### config.mk
export PLATFORM = sky130hd
export DESIGN_NAME = eb1_dma_addrcheck_rsp_flat
export DESIGN_NICKNAME = d
export VERILOG_FILES = /design/src/rtl/eb1_dma_addrcheck_rsp_if.sv /design/src/rtl/eb1_dma_addrcheck_rsp.sv /design/src/flat_wrapper.sv
export SDC_FILE = /design/constraint.sdc
export NUM_CORES = 1
export LEC_CHECK = 0
export BUFFER_PORTS_ARGS = -buffer_cell sky130_fd_sc_hd__buf_2
export CAP_MARGIN = 10
export CORE_MARGIN = 5
export CORE_UTILIZATION = 44
export CTS_CLUSTER_DIAMETER = 50
export CTS_CLUSTER_SIZE = 24
export DETAILED_ROUTE_END_ITERATION = 12
export HOLD_SLACK_MARGIN = 0.15
export PLACE_DENSITY = 0.74
export RECOVER_POWER = 100
export SLEW_MARGIN = 10
export SYNTH_ARGS = -nofsm -noshare
export SYNTH_HDL_FRONTEND = slang
export SYNTH_SLANG_ARGS = --single-unit
export TNS_END_PERCENT = 20
### constraint.sdc
create_clock -name clk -period 4 [get_ports clk]
set_clock_uncertainty 0.2 [all_clocks]
set_input_delay 0.2 -clock clk [delete_from_list [all_inputs] [get_ports clk]]
set_output_delay 0.2 -clock clk [all_outputs]
set_load 0.005 [all_outputs]
### src/rtl/eb1_dma_addrcheck_rsp_if.sv
// DMA request/response and memory-side bus bundle for the DMA address checker.
interface eb1_dma_addrcheck_rsp_if;
  logic        dma_req_valid;
  logic        dma_req_ready;
  logic        dma_req_write;
  logic [31:0] dma_req_addr;
  logic [2:0]  dma_req_sz;
  logic [63:0] dma_req_wdata;
  logic [2:0]  dma_req_tag;

  logic        mem_req_valid;
  logic        mem_req_ready;
  logic        mem_req_dccm;
  logic        mem_req_iccm;
  logic        mem_req_pic;
  logic        mem_req_write;
  logic [31:0] mem_req_addr;
  logic [2:0]  mem_req_sz;
  logic [63:0] mem_req_wdata;
  logic        mem_rsp_valid;
  logic [63:0] mem_rsp_data;
  logic        mem_rsp_ecc_err;

  logic        dma_rsp_valid;
  logic        dma_rsp_ready;
  logic [2:0]  dma_rsp_tag;
  logic [63:0] dma_rsp_data;
  logic [1:0]  dma_rsp_err;
  logic [7:0]  dma_err_cnt;

  // Checker side: accepts DMA requests, issues memory requests, returns responses.
  modport slave (
    input  dma_req_valid, dma_req_write, dma_req_addr, dma_req_sz, dma_req_wdata, dma_req_tag,
    output dma_req_ready,
    output mem_req_valid, mem_req_dccm, mem_req_iccm, mem_req_pic, mem_req_write,
    output mem_req_addr, mem_req_sz, mem_req_wdata,
    input  mem_req_ready, mem_rsp_valid, mem_rsp_data, mem_rsp_ecc_err,
    output dma_rsp_valid, dma_rsp_tag, dma_rsp_data, dma_rsp_err, dma_err_cnt,
    input  dma_rsp_ready
  );

  // Environment side: DMA master plus memory.
  modport master (
    output dma_req_valid, dma_req_write, dma_req_addr, dma_req_sz, dma_req_wdata, dma_req_tag,
    input  dma_req_ready,
    input  mem_req_valid, mem_req_dccm, mem_req_iccm, mem_req_pic, mem_req_write,
    input  mem_req_addr, mem_req_sz, mem_req_wdata,
    output mem_req_ready, mem_rsp_valid, mem_rsp_data, mem_rsp_ecc_err,
    input  dma_rsp_valid, dma_rsp_tag, dma_rsp_data, dma_rsp_err, dma_err_cnt,
    output dma_rsp_ready
  );
endinterface

### src/rtl/eb1_dma_addrcheck_rsp.sv
// DMA address checker: decodes DCCM/ICCM/PIC, flags DECERR/SLVERR, runs one
// transaction at a time to memory and returns a tagged response.
module eb1_dma_addrcheck_rsp #(
  parameter logic [31:0] DCCM_SADR     = 32'hF004_0000,
  parameter int unsigned DCCM_SIZE     = 64,
  parameter logic [31:0] ICCM_SADR     = 32'hEE00_0000,
  parameter int unsigned ICCM_SIZE     = 64,
  parameter logic [31:0] PIC_BASE_ADDR = 32'hF00C_0000,
  parameter int unsigned PIC_SIZE      = 32
) (
  input  logic                          clk,
  input  logic                          rst_l,
  eb1_dma_addrcheck_rsp_if.slave        bus
);
  localparam int unsigned AW = 33;
  localparam logic [AW-1:0] DCCM_LO = AW'(DCCM_SADR);
  localparam logic [AW-1:0] DCCM_HI = AW'(DCCM_SADR) + AW'(DCCM_SIZE) * AW'(1024);
  localparam logic [AW-1:0] ICCM_LO = AW'(ICCM_SADR);
  localparam logic [AW-1:0] ICCM_HI = AW'(ICCM_SADR) + AW'(ICCM_SIZE) * AW'(1024);
  localparam logic [AW-1:0] PIC_LO  = AW'(PIC_BASE_ADDR);
  localparam logic [AW-1:0] PIC_HI  = AW'(PIC_BASE_ADDR) + AW'(PIC_SIZE) * AW'(1024);

  localparam logic [1:0] ERR_OKAY = 2'b00;
  localparam logic [1:0] ERR_SLV  = 2'b10;
  localparam logic [1:0] ERR_DEC  = 2'b11;

  typedef enum logic [1:0] {IDLE, MEM_REQ, MEM_WAIT, RSP} state_e;

  state_e      state_q, state_d;
  logic        ready_q, mem_req_valid_q, rsp_valid_q;
  logic        accept;
  logic [31:0] addr_q;
  logic [2:0]  sz_q, tag_q, region_q;
  logic        write_q;
  logic [63:0] wdata_q, rsp_data_q;
  logic [1:0]  rsp_err_q;
  logic [7:0]  err_cnt_q;

  logic [AW-1:0] start_a, end_a;
  logic [2:0]    s_hit, e_hit;
  logic [31:0]   align_mask;
  logic          decerr, slverr;
  logic [1:0]    chk_err;

  function automatic logic in_rgn(input logic [AW-1:0] a, input logic [AW-1:0] lo,
                                  input logic [AW-1:0] hi);
    return (a >= lo) && (a < hi);
  endfunction

  // Address/size check on the incoming request; region vector is {pic, iccm, dccm}.
  always_comb begin
    start_a    = {1'b0, bus.dma_req_addr};
    end_a      = start_a + (AW'(1) << bus.dma_req_sz) - AW'(1);
    s_hit      = {in_rgn(start_a, PIC_LO, PIC_HI), in_rgn(start_a, ICCM_LO, ICCM_HI),
                  in_rgn(start_a, DCCM_LO, DCCM_HI)};
    e_hit      = {in_rgn(end_a, PIC_LO, PIC_HI), in_rgn(end_a, ICCM_LO, ICCM_HI),
                  in_rgn(end_a, DCCM_LO, DCCM_HI)};
    align_mask = (32'(1) << bus.dma_req_sz) - 32'(1);
    decerr     = end_a[AW-1] | (s_hit == 3'b000) | (s_hit != e_hit);
    slverr     = (bus.dma_req_sz > 3'd3) | ((bus.dma_req_addr & align_mask) != 32'h0) |
                 (s_hit[2] & (bus.dma_req_sz != 3'd2));
    chk_err    = decerr ? ERR_DEC : (slverr ? ERR_SLV : ERR_OKAY);
  end

  // Next-state logic; mem_rsp_valid only matters while waiting for read data.
  always_comb begin
    state_d = state_q;
    accept  = ready_q & bus.dma_req_valid;
    case (state_q)
      IDLE:     if (accept) state_d = (chk_err != ERR_OKAY) ? RSP : MEM_REQ;
      MEM_REQ:  if (bus.mem_req_ready) state_d = write_q ? RSP : MEM_WAIT;
      MEM_WAIT: if (bus.mem_rsp_valid) state_d = RSP;
      RSP:      if (bus.dma_rsp_ready) state_d = IDLE;
      default:  state_d = IDLE;
    endcase
  end

  // State register with registered handshake outputs decoded from the next state.
  always_ff @(posedge clk or negedge rst_l) begin
    if (!rst_l) begin
      state_q         <= IDLE;
      ready_q         <= 1'b0;
      mem_req_valid_q <= 1'b0;
      rsp_valid_q     <= 1'b0;
    end else begin
      state_q         <= state_d;
      ready_q         <= (state_d == IDLE);
      mem_req_valid_q <= (state_d == MEM_REQ);
      rsp_valid_q     <= (state_d == RSP);
    end
  end

  // Request capture, response capture and saturating error counter.
  always_ff @(posedge clk or negedge rst_l) begin
    if (!rst_l) begin
      addr_q     <= '0;
      sz_q       <= '0;
      write_q    <= 1'b0;
      wdata_q    <= '0;
      tag_q      <= '0;
      region_q   <= '0;
      rsp_data_q <= '0;
      rsp_err_q  <= ERR_OKAY;
      err_cnt_q  <= '0;
    end else begin
      if ((state_q == IDLE) && accept) begin
        addr_q     <= bus.dma_req_addr;
        sz_q       <= bus.dma_req_sz;
        write_q    <= bus.dma_req_write;
        wdata_q    <= bus.dma_req_wdata;
        tag_q      <= bus.dma_req_tag;
        region_q   <= (chk_err == ERR_OKAY) ? s_hit : 3'b000;
        rsp_err_q  <= chk_err;
        rsp_data_q <= '0;
      end
      if ((state_q == MEM_WAIT) && bus.mem_rsp_valid) begin
        rsp_data_q <= bus.mem_rsp_data;
        rsp_err_q  <= bus.mem_rsp_ecc_err ? ERR_SLV : ERR_OKAY;
      end
      if (rsp_valid_q && bus.dma_rsp_ready && (rsp_err_q != ERR_OKAY) && (err_cnt_q != 8'hFF))
        err_cnt_q <= err_cnt_q + 8'd1;
    end
  end

  assign bus.dma_req_ready = ready_q;
  assign bus.mem_req_valid = mem_req_valid_q;
  assign bus.mem_req_dccm  = region_q[0];
  assign bus.mem_req_iccm  = region_q[1];
  assign bus.mem_req_pic   = region_q[2];
  assign bus.mem_req_write = write_q;
  assign bus.mem_req_addr  = addr_q;
  assign bus.mem_req_sz    = sz_q;
  assign bus.mem_req_wdata = wdata_q;
  assign bus.dma_rsp_valid = rsp_valid_q;
  assign bus.dma_rsp_tag   = tag_q;
  assign bus.dma_rsp_data  = rsp_data_q;
  assign bus.dma_rsp_err   = rsp_err_q;
  assign bus.dma_err_cnt   = err_cnt_q;

endmodule

### src/flat_wrapper.sv
// flat-port wrapper written by rule: the top's interface ports become plain ports
module eb1_dma_addrcheck_rsp_flat 
#(
  parameter logic [31:0] DCCM_SADR     = 32'hF004_0000,
  parameter int unsigned DCCM_SIZE     = 64,
  parameter logic [31:0] ICCM_SADR     = 32'hEE00_0000,
  parameter int unsigned ICCM_SIZE     = 64,
  parameter logic [31:0] PIC_BASE_ADDR = 32'hF00C_0000,
  parameter int unsigned PIC_SIZE      = 32
)
  (clk, rst_l, bus_dma_req_valid, bus_dma_req_write, bus_dma_req_addr, bus_dma_req_sz, bus_dma_req_wdata, bus_dma_req_tag, bus_dma_req_ready, bus_mem_req_valid, bus_mem_req_dccm, bus_mem_req_iccm, bus_mem_req_pic, bus_mem_req_write, bus_mem_req_addr, bus_mem_req_sz, bus_mem_req_wdata, bus_mem_req_ready, bus_mem_rsp_valid, bus_mem_rsp_data, bus_mem_rsp_ecc_err, bus_dma_rsp_valid, bus_dma_rsp_tag, bus_dma_rsp_data, bus_dma_rsp_err, bus_dma_err_cnt, bus_dma_rsp_ready);
  eb1_dma_addrcheck_rsp_if bus_i ();
  input  logic clk;
  input  logic rst_l;
  input wire logic [$bits(bus_i.dma_req_valid)-1:0] bus_dma_req_valid;
  input wire logic [$bits(bus_i.dma_req_write)-1:0] bus_dma_req_write;
  input wire logic [$bits(bus_i.dma_req_addr)-1:0] bus_dma_req_addr;
  input wire logic [$bits(bus_i.dma_req_sz)-1:0] bus_dma_req_sz;
  input wire logic [$bits(bus_i.dma_req_wdata)-1:0] bus_dma_req_wdata;
  input wire logic [$bits(bus_i.dma_req_tag)-1:0] bus_dma_req_tag;
  output wire logic [$bits(bus_i.dma_req_ready)-1:0] bus_dma_req_ready;
  output wire logic [$bits(bus_i.mem_req_valid)-1:0] bus_mem_req_valid;
  output wire logic [$bits(bus_i.mem_req_dccm)-1:0] bus_mem_req_dccm;
  output wire logic [$bits(bus_i.mem_req_iccm)-1:0] bus_mem_req_iccm;
  output wire logic [$bits(bus_i.mem_req_pic)-1:0] bus_mem_req_pic;
  output wire logic [$bits(bus_i.mem_req_write)-1:0] bus_mem_req_write;
  output wire logic [$bits(bus_i.mem_req_addr)-1:0] bus_mem_req_addr;
  output wire logic [$bits(bus_i.mem_req_sz)-1:0] bus_mem_req_sz;
  output wire logic [$bits(bus_i.mem_req_wdata)-1:0] bus_mem_req_wdata;
  input wire logic [$bits(bus_i.mem_req_ready)-1:0] bus_mem_req_ready;
  input wire logic [$bits(bus_i.mem_rsp_valid)-1:0] bus_mem_rsp_valid;
  input wire logic [$bits(bus_i.mem_rsp_data)-1:0] bus_mem_rsp_data;
  input wire logic [$bits(bus_i.mem_rsp_ecc_err)-1:0] bus_mem_rsp_ecc_err;
  output wire logic [$bits(bus_i.dma_rsp_valid)-1:0] bus_dma_rsp_valid;
  output wire logic [$bits(bus_i.dma_rsp_tag)-1:0] bus_dma_rsp_tag;
  output wire logic [$bits(bus_i.dma_rsp_data)-1:0] bus_dma_rsp_data;
  output wire logic [$bits(bus_i.dma_rsp_err)-1:0] bus_dma_rsp_err;
  output wire logic [$bits(bus_i.dma_err_cnt)-1:0] bus_dma_err_cnt;
  input wire logic [$bits(bus_i.dma_rsp_ready)-1:0] bus_dma_rsp_ready;
  assign bus_i.dma_req_valid = bus_dma_req_valid;
  assign bus_i.dma_req_write = bus_dma_req_write;
  assign bus_i.dma_req_addr = bus_dma_req_addr;
  assign bus_i.dma_req_sz = bus_dma_req_sz;
  assign bus_i.dma_req_wdata = bus_dma_req_wdata;
  assign bus_i.dma_req_tag = bus_dma_req_tag;
  assign bus_dma_req_ready = bus_i.dma_req_ready;
  assign bus_mem_req_valid = bus_i.mem_req_valid;
  assign bus_mem_req_dccm = bus_i.mem_req_dccm;
  assign bus_mem_req_iccm = bus_i.mem_req_iccm;
  assign bus_mem_req_pic = bus_i.mem_req_pic;
  assign bus_mem_req_write = bus_i.mem_req_write;
  assign bus_mem_req_addr = bus_i.mem_req_addr;
  assign bus_mem_req_sz = bus_i.mem_req_sz;
  assign bus_mem_req_wdata = bus_i.mem_req_wdata;
  assign bus_i.mem_req_ready = bus_mem_req_ready;
  assign bus_i.mem_rsp_valid = bus_mem_rsp_valid;
  assign bus_i.mem_rsp_data = bus_mem_rsp_data;
  assign bus_i.mem_rsp_ecc_err = bus_mem_rsp_ecc_err;
  assign bus_dma_rsp_valid = bus_i.dma_rsp_valid;
  assign bus_dma_rsp_tag = bus_i.dma_rsp_tag;
  assign bus_dma_rsp_data = bus_i.dma_rsp_data;
  assign bus_dma_rsp_err = bus_i.dma_rsp_err;
  assign bus_dma_err_cnt = bus_i.dma_err_cnt;
  assign bus_i.dma_rsp_ready = bus_dma_rsp_ready;
  eb1_dma_addrcheck_rsp #(.DCCM_SADR(DCCM_SADR), .DCCM_SIZE(DCCM_SIZE), .ICCM_SADR(ICCM_SADR), .ICCM_SIZE(ICCM_SIZE), .PIC_BASE_ADDR(PIC_BASE_ADDR), .PIC_SIZE(PIC_SIZE)) u_core (.clk(clk), .rst_l(rst_l), .bus(bus_i));
endmodule
== Word level (Yosys, flattened, before mapping) ==
Index checks and enable logic that the tools add are counted.

* Latch bits: 0
* Memory bits (writable): 0
* Bits in read-only memories: 0
* Memories kept: 0
* Input bits: 174
* Logic and storage cells: 81
* Register bits after elaboration: 185
* Output and inout port bits: 183

* Bitwise operators: 7
* Add/subtract/negate cells: 4
* $lt $le $gt $ge: 13
* Muxes and demuxes: 15
* Shifts and indexed selects: 2
* Reductions and logical operators: 19
* Div/mod/pow operators: 0
* Multiply operators: 0
* Equal/unequal tests: 8

{| class="wikitable"
|+ Operators by type and width
! kind !! count
|-
| $mux 64 || 2
|-
| $ge 33x32->1 const B || 3
|-
| $lt 33x32->1 const B || 3
|-
| $ge 32x32->1 const B || 3
|-
| $lt 32x32->1 const B || 3
|-
| $add 32x33->33 || 1
|-
| $shl 1x3->33 const A || 1
|-
| $sub 33x1->33 const B || 1
|-
| $and 32x32->32 || 1
|-
| $reduce_bool 32->1 || 1
|-
| $shl 1x3->32 const A || 1
|-
| $sub 32x2->32 const B || 1
|-
| $mux 2 || 10
|-
| $logic_and 1x1->1 || 11
|-
| $add 8x1->8 const B || 1
|-
| $ne 8x8->1 const B || 1
|-
| $pmux 2 s4 || 1
|-
| $eq 2x2->1 const B || 3
|-
| $logic_not 2->1 || 3
|-
| $reduce_bool 2->1 || 3
|-
| $eq 2x1->1 const B || 2
|-
| $or 1x1->1 || 4
|-
| $gt 3x2->1 const B || 1
|-
| $logic_not 3->1 || 1
|-
| 5 further kinds || 6
|}

== Depth between registers and ports, before layout ==
Gate-level depths: netlist of the first run.

* Depth in word-level cells: 13
* Mapped depth: 17
* Mapped depth without buffers: 16

== Worst setup path after synthesis of the first run ==
OpenSTA, ideal clock, no wires.

* Path type: input to register
* Start: in bus_dma_req_sz[1]
* End: reg u_core.region_q[2]
* Path buffers: 2
* Data required time: 3.724 ns
* Stages on the path: 15
* Arrival time: 4.115 ns
* Path slack: -0.391 ns
* Cells stage by stage: clkbuf_1 or3b_2 ha_1 inv_1 ha_1 a211oi_1 o21ai_1 and3_1 buf_6 o311a_1 or3_1 or4_1 a311o_1 a2111o_1 o21ai_1

* Cells in the longest elaborated chain, start to end: 10
* Elaborated cells between the ends (all ways): 28
* Those cells by class: add/sub (3); order compare (7); eq/ne (2); shift (2); mux (3); bitwise (6); reduce/logical (5)

{| class="wikitable"
|+ RTL lines
! what !! RTL line !! text
|-
| start: declaration || flat_wrapper.sv:18 || <nowiki>input wire logic [$bits(bus_i.dma_req_sz)-1:0] bus_dma_req_sz;</nowiki>
|-
| $shl 1x3->33 / $shl 1x3->32 (equally long branches) || eb1_dma_addrcheck_rsp.sv:53, eb1_dma_addrcheck_rsp.sv:58 ||
|-
| $add 32x33->33 / $sub 32x2->32 (equally long branches) || eb1_dma_addrcheck_rsp.sv:53, eb1_dma_addrcheck_rsp.sv:58 ||
|-
| $sub 33x1->33 / $and 32x32->32 (equally long branches) || eb1_dma_addrcheck_rsp.sv:53, eb1_dma_addrcheck_rsp.sv:60 ||
|-
| $ge 33x32->1, or another cell as far along || eb1_dma_addrcheck_rsp.sv:47 || <nowiki>return (a >= lo) && (a < hi);</nowiki>
|-
| $logic_and 1x1->1 / $or 1x1->1 (equally long branches) || eb1_dma_addrcheck_rsp.sv:47, eb1_dma_addrcheck_rsp.sv:60 ||
|-
| $ne 3x3->1 / $or 1x1->1 (equally long branches) || eb1_dma_addrcheck_rsp.sv:59, eb1_dma_addrcheck_rsp.sv:60 ||
|-
| $or 1x1->1 / $mux 2 (equally long branches) || eb1_dma_addrcheck_rsp.sv:59, eb1_dma_addrcheck_rsp.sv:62 ||
|-
| $mux 2 * || eb1_dma_addrcheck_rsp.sv:62 || <nowiki>chk_err = decerr ? ERR_DEC : (slverr ? ERR_SLV : ERR_OKAY);</nowiki>
|-
| $logic_not 2->1 * || eb1_dma_addrcheck_rsp.sv:112 || <nowiki>region_q <= (chk_err == ERR_OKAY) ? s_hit : 3'b000;</nowiki>
|-
| $mux 3 * || eb1_dma_addrcheck_rsp.sv:112 ||
|-
| end signal: assignment || eb1_dma_addrcheck_rsp.sv:112 ||
|-
| end: declaration || eb1_dma_addrcheck_rsp.sv:33 || <nowiki>logic [2:0] sz_q, tag_q, region_q;</nowiki>
|}

Every way passes the cells marked *; elsewhere a longest branch is shown, timed or not.
A chain may end at the register's enable or synchronous reset.

== Final worst setup path of the first run ==
* Start: in bus_dma_req_addr[22]
* End: reg u_core.region_q[0]

* Cells in the longest elaborated chain, start to end: 9
* Elaborated cells between the ends (all ways): 33
* Those cells by class: add/sub (2); order compare (12); eq/ne (1); mux (3); bitwise (6); reduce/logical (9)

{| class="wikitable"
|+ RTL lines
! what !! RTL line !! text
|-
| start: declaration || flat_wrapper.sv:17 || <nowiki>input wire logic [$bits(bus_i.dma_req_addr)-1:0] bus_dma_req_addr;</nowiki>
|-
| $add 32x33->33 || eb1_dma_addrcheck_rsp.sv:53 || <nowiki>end_a = start_a + (AW'(1) << bus.dma_req_sz) - AW'(1);</nowiki>
|-
| $sub 33x1->33 || eb1_dma_addrcheck_rsp.sv:53 ||
|-
| $ge 33x32->1 / $lt 33x32->1 (equally long branches) || eb1_dma_addrcheck_rsp.sv:47 ||
|-
| $logic_and 1x1->1 || eb1_dma_addrcheck_rsp.sv:47 ||
|-
| $ne 3x3->1 || eb1_dma_addrcheck_rsp.sv:59 || <nowiki>decerr = end_a[AW-1] | (s_hit == 3'b000) | (s_hit != e_hit);</nowiki>
|-
| $or 1x1->1 || eb1_dma_addrcheck_rsp.sv:59 ||
|-
| $mux 2 || eb1_dma_addrcheck_rsp.sv:62 ||
|-
| $logic_not 2->1 || eb1_dma_addrcheck_rsp.sv:112 ||
|-
| $mux 3 * || eb1_dma_addrcheck_rsp.sv:112 ||
|}

Marked as above.

==> flow_summary_export.csv, run 1 <==
group,metric,value,unit
setup_path,cp-end-kind,"flop",
global_routing,antenna_found_initial,8,
logic_synthesis,synthArstFlopShare,1.000,
clock_network,cts_tree,"built",
sta,post-route-period-util,0.9847,
global_routing,grt_pass1_vias,11020,
detailed_routing,drt_iter0_markers,1054,
power,peakVddDrop,287.0,µV
floorplan,rows,54,
logic_synthesis,synth_enable_flop_cells,0,
logic_synthesis,synth_top_area_frac,0.4692,
setup_path,crit_slowest_cell,"or4_4",
setup_path,crit_type,"input pin to flop",
logic_synthesis,synth-warning-count,0,
floorplan,fp.coreArea,21960,µm²
clock_network,clkTransAtPathRegs,0.08,ns
logic_synthesis,yosys.area.top_type,"dfrtp_1",
setup_path,worstPathCellList,"dlygate4sd3_1 -> buf_2 -> inv_1 -> ha_1 -> buf_4 -> nor2b_1 -> o21a_1 -> o21ai_1 -> a311oi_1 -> or3_4 -> or4_4 -> a311o_1 -> a2111o_1 -> o21ai_1",
power,p_per_area,540.7,nW/µm²
power,p_total,7.979,mW
power,power_leakage,7.243,nW
floorplan,die_w,159.8,µm
logic_synthesis,synthFlopType,"dfrtp_1",
global_routing,grt_use_met2,0.5391,
outcome,failed_checks,"capacitance limit, slew limit",
layout,area_delta_synth_final,49.56,%
detailed_routing,viasPerCell,5.637,
sta,final-hold-violation-count,0,
logic_synthesis,syn_inst,1069,
logic_synthesis,ys_top_cells_by_area,"dfrtp_1 47%, nand2_1 11%, ha_1 7.9%",
setup_path,required,4.15,ns
detailed_routing,ant_nets,0,
global_routing,busiest_layer,"met2",
setup_path,crit_path_frequent_cell,"o21ai_1",
global_routing,grt_use_met3,0.06727,
logic_synthesis,synth.cell_area,9867,µm²
sta,finalSetupViolations,0,
sta,tightestPinTransition,2.845,ns
detailed_routing,firstDrtPassIters,7,
clock_network,clk_root_buffer_cell,"clkbuf_16",
clock_network,cts_buffers,17,
global_routing,grt_pass1_wl,62100,µm
logic_synthesis,yosysMostFrequentCell,"nand2_1",
sta,maxSlewHeadroom,-0.8967,
logic_synthesis,syn_area_per_cell,9.230,µm²
placed_design,io_buffer_count,356,
floorplan,io_pins,357,
logic_synthesis,ys_seq_elements,185,
placed_design,gp_congestion,0.9631,
logic_synthesis,synth.distinct_cells,67,
detailed_routing,wl_per_cell,20.91,µm
sta,fin_crit,3.939,ns
logic_synthesis,synth_seq_area_share,0.4692,
detailed_routing,routed_wl,40390,µm
setup_path,critPathMaxStageDelay,0.58,ns
sta,slew_viol_final,311,
sta,hold_slack,0.2287,ns
worst_hold_path,hold_class,"input pin to flop",
clock_network,clk_latency,0.43,ns
global_routing,use_met1,0.3496,
setup_path,crit_buf_inv,4,
global_routing,overflow,0,
setup_path,critPathTopFamily,"compound AO/OA/AOI/OAI gates",
clock_network,cts-htree-levels,4,
setup_path,start_kind,"input pin",
outcome,outcome,"finished, violations left",
floorplan,start_util,0.4493,
detailed_routing,drc,0,
clock_network,cts.path.max_buffers,2,
setup_path,crit_arrival,4.09,ns
logic_synthesis,synth.top_cells.by_count,"285 x nand2_1, 185 x dfrtp_1, 66 x a22o_1",
global_routing,grt_usage,0.3040,
job,cap_violations,4,
floorplan,die_h,159.8,µm
placed_design,place_hpwl,27220,µm
layout,nets,1868,
setup_path,reg2reg_slack,0.47,ns
logic_synthesis,synth_nets,1306,
global_routing,grt_max_degree,118,
floorplan,die_area,25520,µm²
detailed_routing,vias,10890,
layout,drive_above_1_share,0.2159,
setup_path,critPathMaxFanout,6,
sta,max_freq,253.9,MHz
clock_network,cts_sinks,185,
-- area by class of cell --
class	count	area [µm²]
antenna	8	20.02
clock buffer	18	439.2
clock inverter	14	122.6
fill	1701	7202
inverter	64	246.5
multi-input combinational	771	5112
sequential	185	4629
tap	280	350.3
timing repair buffer	592	3836
-- registers in the layout (all words and copies together) (netlist names) --
name / flops
u_core.bus.dma_err_cnt: 8
u_core.bus.mem_req_wdata: 64
u_core.bus.dma_req_ready: 1
u_core.bus.dma_rsp_valid: 1
u_core.bus.dma_rsp_tag: 3
u_core.bus.mem_req_valid: 1
u_core.state_q: 2
u_core.bus.mem_req_addr: 32
u_core.bus.mem_req_sz: 3
u_core.region_q: 3
u_core.bus.dma_rsp_data: 64
u_core.bus.mem_req_write: 1
u_core.bus.dma_rsp_err: 2
-- cell families (layout without fill, tap and decap cells) --
family | count (synthesis) | after routing | synth area share
simple gates | 444 | 444 | 0.2043
compound gates | 240 | 240 | 0.1788
other cells | 0 | 8 | 0
flops | 185 | 185 | 0.4692
fa+ha+maj | 63 | 63 | 0.08065
buf+inv | 113 | 688 | 0.04400
mux | 9 | 9 | 0.009764
xor+xnor | 15 | 15 | 0.01332
-- metrics by stage --
step / worst slack [ns] / area [µm²] / instances / TNS, ns / utilization
2_1_floorplan: -0.05824 / 9952 / 1069 / -0.1222 / -
6_report: 0.06109 / 14760 / 1932 / 0 / 0.6720
3_5_place_dp: -0.2931 / 12300 / 1710 / -1.966 / 0.5602
5_1_grt: -0.1067 / 14760 / 1932 / -0.3566 / 0.6720
4_1_cts: 0.02898 / 14650 / 1920 / 0 / 0.6670
3_3_place_gp: -0.1627 / 12300 / 1710 / -1.068 / 0.5602
-- worst register-to-register path, stage by stage, from the launching register on --
cell and delay, ns:
dfrtp_1 0.48, nor2_1 0.15, and3_1 0.39, nor2_4 0.68, clkbuf_1 1.22, a22o_1 0.35
-- worst paths after layout --
kind                       cells after the start                           end                        start
max reg2reg                                    5   u_core.bus.dma_rsp_data[15]            u_core.state_q[0]
min in group asynchronous                      2  u_core.bus.mem_req_wdata[26]                        rst_l
max in group asynchronous                      3   u_core.bus.dma_rsp_data[60]                        rst_l
min                                            5   u_core.bus.dma_rsp_data[38]            bus_mem_rsp_valid
min reg2reg                                    2   u_core.bus.mem_req_wdata[4]  u_core.bus.mem_req_wdata[4]
max                                           14            u_core.region_q[0]         bus_dma_req_addr[22]
-- repair_timing --
action / 4_1_cts / 5_1_grt
buffers inserted: 0 / 4
endpoints found under the hold margin: 291 / 3
setup endpoints to repair: 0 / 8
hold buffers: 178 / 3
resized for setup: 0 / 57
-- cell usage in the layout (no fill, tap or decap), types with 12 or more instances in the layout --
cell | Yosys | routed
a21oi_1 | 24 | 22
a22o_1 | 66 | 66
buf_2 | 2 | 199
buf_4 | 0 | 50
clkbuf_1 | 42 | 151
clkbuf_16 | 0 | 17
dfrtp_1 | 185 | 185
dlygate4sd3_1 | 0 | 178
ha_1 | 62 | 47
inv_1 | 64 | 56
nand2_1 | 285 | 285
nand2b_1 | 12 | 12
nand3_1 | 18 | 17
nor2_1 | 33 | 29
nor2b_1 | 13 | 13
nor3_1 | 13 | 13
o211ai_1 | 19 | 19
o21ai_0 | 49 | 45
-- report_power, final --
part           total (mW)  switching, mW  internal, mW
sequential           3.26          0.562          2.70
combinational        3.06           1.75          1.31
clock                1.66          0.821         0.841
total                7.98           3.13          4.85
-- metal layers --
layer  wire length [µm]  vias up
li1                   -     4871
met1              14920     5242
met2              20240      612
met3               2983      166
met4               2249        0
met5                  0        -
No activity file was read; power rests on OpenSTA's default activity.
==> run 2, diff against run 1 <==
==> constraint.sdc (replaced) <==
create_clock -name clk -period 4.6 [get_ports clk]
set_clock_uncertainty 0.2 [all_clocks]
set_input_delay 0.23 -clock clk [delete_from_list [all_inputs] [get_ports clk]]
set_output_delay 0.23 -clock clk [all_outputs]
set_load 0.1 [all_outputs]
==> run 2 against run 1 <==
  * The flow still finishes with violations (capacitance limit, slew limit)
  * Via count shrank 1.4%
  * Routed wire length is essentially flat
  * Largest cell class unchanged
  * Clock-buffer cell count grew 1
  * Non-clock buffer count shrank 24
  * Worst hold slack gained 0.049 ns
==> flow_summary_export.csv, run 2 (synthesis results as in run 1) <==
group,metric,value,unit
outcome,failed_checks,"capacitance limit, slew limit",
setup_path,critPathMaxFanout,4,
setup_path,reg2reg_slack,0.31,ns
detailed_routing,viasPerCell,5.617,
setup_path,critPathTopFamily,"compound AO/OA/AOI/OAI gates",
clock_network,cts_tree,"built",
setup_path,endpoint,"u_core.region_q[2]",
placed_design,place_area,11960,µm²
setup_path,crit_arrival,4.55,ns
floorplan,start_util,0.4493,
layout,final_common_cell,"nand2_1",
detailed_routing,routed_wl,40420,µm
global_routing,grt_pass1_wl,61340,µm
clock_network,cts.path.max_buffers,2,
clock_network,cts-htree-levels,4,
outcome,outcome,"finished, violations left",
setup_path,worst-path-stages,18,
sta,final-hold-violation-count,0,
sta,fin_crit,4.403,ns
placed_design,place_hpwl,26380,µm
setup_path,reg2reg_from,"u_core.state_q[0]",
worst_hold_path,hp-start,"u_core.bus.mem_req_wdata[44]",
floorplan,fp.coreArea,21960,µm²
placed_design,io_buffer_count,356,
detailed_routing,drc,0,
floorplan,die_w,159.8,µm
global_routing,grt_max_degree,121,
global_routing,grt_pass1_vias,10700,
job,cap_violations,4,
clock_network,cts_sinks,185,
layout,drive_above_1_share,0.1469,
clock_network,clkTransAtPathRegs,0.07,ns
setup_path,r2r_cells,5,
layout,fillers,1771,
setup_path,critPathMaxStageDelay,0.51,ns
placed_design,gp_congestion,0.9197,
detailed_routing,firstDrtPassIters,6,
worst_hold_path,hold_class,"flop to flop",
global_routing,overflow,0,
clock_network,clk_latency,0.42,ns
sta,post-route-period-util,0.9572,
sta,finalSetupViolations,0,
sta,maxSlewHeadroom,-1.008,
setup_path,r2r_end,"u_core.bus.dma_rsp_data[16]",
floorplan,rows,54,
setup_path,cp-end-kind,"flop",
setup_path,crit_type,"input pin to flop",
setup_path,crit_slowest_cell,"dlygate4sd3_1",
clock_network,postCtsSetupBuffers,0,
clock_network,cts_resized,0,
setup_path,required,4.75,ns
detailed_routing,vias,10730,
floorplan,die_h,159.8,µm
clock_network,clk_root_buffer_cell,"clkbuf_16",
clock_network,cts_buffers,17,
sta,tns,0,ns
global_routing,grt_usage,0.3026,
global_routing,antenna_found_initial,10,
layout,mostFrequentLayoutCells,"285 x nand2_1, 196 x dlygate4sd3_1, 185 x clkbuf_1, 185 x dfrtp_1, 172 x buf_2",
setup_path,worstPathCellList,"dlygate4sd3_1 -> buf_2 -> inv_1 -> ha_1 -> inv_1 -> ha_1 -> fa_1 -> a211oi_1 -> o21ai_0 -> a22oi_1 -> mux2_2 -> nor2_1 -> o211ai_1 -> nor4_1 -> clkbuf_1 -> nand4_1 -> a2111o_1 -> o21ai_1",
layout,final_area,14270,µm²
detailed_routing,wl_per_cell,21.15,µm
detailed_routing,ant_nets,0,
sta,rsz0062_at_grt,"no",
sta,slew_viol_final,303,
setup_path,crit_buf_inv,5,
floorplan,io_pins,357,
sta,max_freq,227.1,MHz
layout,area_delta_synth_final,44.67,%
floorplan,die_area,25520,µm²
layout,multiInputGateArea,4812,µm²
detailed_routing,drt_iter0_markers,1091,
setup_path,setup.worst_path.start,"bus_dma_req_addr[1]",
setup_path,start_kind,"input pin",
sta,tightestPinTransition,3.001,ns
layout,layout.area.seq,4629,µm²
layout,nets,1844,
-- run 2: cell count changes in the layout (fill, tap and decap cells not counted), moves of 11 or more --
| cell | change |
|---|---|
| ha_4 | -11 |
| dlygate4sd3_1 | +18 |
| clkbuf_1 | +34 |
| buf_2 | -27 |
| buf_4 | -41 |
| ha_1 | +15 |
-- run 2: what timing repair did --
action | in CTS | in global routing
hold endpoints to repair | 292 | 0
endpoints found under the setup margin | 0 | 0
hold buffers | 196 | 0
-- run 2: area by class of cell --
cell class,count,area share
Antenna cell,11,0.001928
Clock buffer,19,0.03173
Clock inverter,13,0.01034
Inverter,64,0.01683
Multi-Input combinational cell,771,0.3371
Sequential cell,185,0.3243
Tap cell,280,0.02454
Timing Repair Buffer,568,0.2532
-- run 2: how the worst min path moves through the flow --
| stage | endpoint | slack [ns] | depth (start not counted) |
|---|---|---|---|
| after floorplan | u_core.bus.dma_err_cnt[0] | -0.27 | 0 |
| after global routing | u_core.bus.mem_req_wdata[1] | 0.29 | 2 |
| after detailed placement | u_core.bus.mem_req_wdata[51] | 0.22 | 3 |
| after CTS | u_core.state_q[0] | 0.24 | 5 |
| after global placement | u_core.bus.mem_req_wdata[51] | 0.22 | 3 |
| final | u_core.bus.mem_req_wdata[44] | 0.28 | 2 |
-- run 2: tightest hold or removal path, cell delays in order, from the launching register on --
cell and delay, ns:
dfrtp_1 0.34, nand2_1 0.05, nand2_1 0.06
-- run 2: routing by layer --
metal | part of all wire | wire length (µm) | track usage | vias up
met5 | 0 | 0 | 0 | -
met4 | 0.059 | 2377 | 0.1649 | 0
met3 | 0.070 | 2817 | 0.06985 | 173
met2 | 0.50 | 20220 | 0.5302 | 595
met1 | 0.37 | 15010 | 0.3419 | 5131
li1 | - | - | - | 4835
-- run 2: metrics by stage --
stage | util | std cells | hold WS, ns | setup WS, ns
floorplan | - | 1069 | -0.2656 | 0.1791
global placement | 0.5448 | 1672 | 0.2189 | 0.2161
detailed placement | 0.5448 | 1672 | 0.2223 | 0.06426
CTS | 0.6615 | 1900 | 0.2414 | 0.3341
global route | 0.6501 | 1911 | 0.2939 | 0.01041
finish | 0.6501 | 1911 | 0.2779 | 0.1967
Power of run 2 is left out: the tool's default activity adds up to more than one toggle a clock period on the data nets, which glitch-free logic cannot reach.
==> run 3, diff against run 2 <==
Settings changed: CORE_ASPECT_RATIO set to 0.9.
==> run 3 against run 2 <==
  * The flow still finishes with violations (capacitance limit, slew limit)
  * Core utilization down 2.1 points
  * Global-route usage down 1.8 points
  * Setup slack better by 0.075 ns
  * Via count down 3.8%
  * Critical path depth down 12
  * Sequential share of layout area up 0.55 points
  * Final area down 1.7%
  * Final cell count down 0.99%
  * Die area about the same
  * Worst hold slack worse by 0.0030 ns
  * Critical endpoint is now u_core.bus.dma_rsp_data[24]
==> flow_summary_export.csv, run 3 (synthesis results as in run 1) <==
group,metric,value,unit
setup_path,critPathMaxStageDelay,1.98,ns
floorplan,die_h,152.1,µm
layout,nets,1817,
clock_network,clk_root_buffer_cell,"clkbuf_16",
floorplan,die_w,167.9,µm
setup_path,critPathTopFamily,"simple AND/OR/NAND/NOR gates",
sta,rsz0062_at_grt,"no",
floorplan,rows,52,
sta,fin_crit,4.328,ns
clock_network,clk_latency,0.43,ns
sta,max_freq,231.1,MHz
floorplan,fp.coreArea,22320,µm²
layout,drive_above_1_share,0.1513,
clock_network,cts_tree,"built",
setup_path,crit_slowest_cell,"nor2_1",
setup_path,start_kind,"flop",
detailed_routing,wl_per_cell,19.94,µm
setup_path,critPathMaxFanout,67,
outcome,outcome,"finished, violations left",
setup_path,crit_buf_inv,2,
clock_network,cts-htree-levels,4,
floorplan,die_area,25520,µm²
sta,slew_viol_final,220,
layout,area_delta_synth_final,42.26,%
detailed_routing,firstDrtPassIters,5,
placed_design,place_hpwl,26120,µm
clock_network,clkTransAtPathRegs,0.08,ns
global_routing,grt_pass1_vias,10370,
layout,mostFrequentLayoutCells,"285 x nand2_1, 185 x dfrtp_1, 183 x clkbuf_1",
setup_path,required,4.76,ns
layout,final_common_cell,"nand2_1",
global_routing,grt_pass1_wl,58260,µm
detailed_routing,vias,10330,
setup_path,cp-end-kind,"flop",
setup_path,crit_type,"flop to flop",
placed_design,gp_congestion,0.9681,
placed_design,io_buffer_count,356,
detailed_routing,drt_iter0_markers,962,
outcome,failed_checks,"capacitance limit, slew limit",
global_routing,overflow,0,
worst_hold_path,hold_class,"flop to flop",
sta,maxSlewHeadroom,-0.7928,
clock_network,cts_buffers,17,
floorplan,start_util,0.4421,
detailed_routing,ant_nets,0,
global_routing,grt_usage,0.2846,
sta,hold_slack,0.2749,ns
setup_path,crit_arrival,4.49,ns
global_routing,antenna_found_initial,1,
detailed_routing,viasPerCell,5.458,
global_routing,grt_max_degree,109,
clock_network,cts.path.max_buffers,2,
sta,tightestPinTransition,2.689,ns
sta,final-hold-violation-count,0,
clock_network,cts_sinks,185,
detailed_routing,drc,0,
detailed_routing,routed_wl,37730,µm
clock_network,postCtsSetupBuffers,0,
floorplan,io_pins,357,
sta,post-route-period-util,0.9408,
job,cap_violations,3,
setup_path,worstPathCellList,"nand2_1 -> nor2_4 -> buf_4 -> nor2_1 -> clkbuf_2 -> a22o_1",
sta,finalSetupViolations,0,
run 3: final timing paths:
kind | slack (ns) | cells after the start | from | end
min in group asynchronous | 0.95 | 2 | rst_l | u_core.bus.dma_rsp_data[28]
hold reg to reg | 0.27 | 2 | u_core.bus.mem_req_wdata[52] | u_core.bus.mem_req_wdata[52]
max in group asynchronous | 0.94 | 3 | rst_l | u_core.bus.mem_req_addr[16]
setup reg to reg | 0.27 | 6 | u_core.state_q[1] | u_core.bus.dma_rsp_data[24]
hold / removal | 0.27 | 2 | u_core.bus.mem_req_wdata[52] | u_core.bus.mem_req_wdata[52]
setup / recovery | 0.27 | 6 | u_core.state_q[1] | u_core.bus.dma_rsp_data[24]
run 3: worst min-delay path, stage by stage, from the launching register on:
cell and delay, ns:
dfrtp_1 0.34, nand2_1 0.05, nand2_1 0.06
run 3: stage by stage:
stage	setup TNS [ns]	area, µm²	utilization	setup slack [ns]	instances
6_report	0	14040	0.6290	0.2721	1892
3_5_place_dp	-0.5722	11960	0.5360	-0.1447	1686
5_1_grt	0	14030	0.6289	0.02860	1891
3_3_place_gp	0	11960	0.5360	0.1079	1686
4_1_cts	0	14270	0.6397	0.1652	1890
2_1_floorplan	0	9867	-	0.1791	1069
run 3: area by class of cell:
type,instances,area (µm²)
Fill cell,1884,8279
Timing Repair Buffer,541,3357
Inverter,64,240.2
Sequential cell,185,4629
Tap cell,297,371.6
Clock buffer,18,439.2
Clock inverter,14,152.6
Multi-Input combinational cell,771,4842
Antenna cell,2,5.005
run 3: timing repair:
action | CTS | global route
endpoints found under the setup margin | 0 | 5
hold buffers | 172 | 0
hold endpoints to repair | 280 | 0
resized for setup | 0 | 3
run 3: routing by layer:
layer,up-vias,global-route usage,wire length (µm)
li1,4766,-,-
met1,4914,0.3584,14900
met2,541,0.4828,18480
met3,105,0.06287,2950
met4,0,0.1028,1401
met5,-,0,0
Power of run 3 is left out for the same reason.
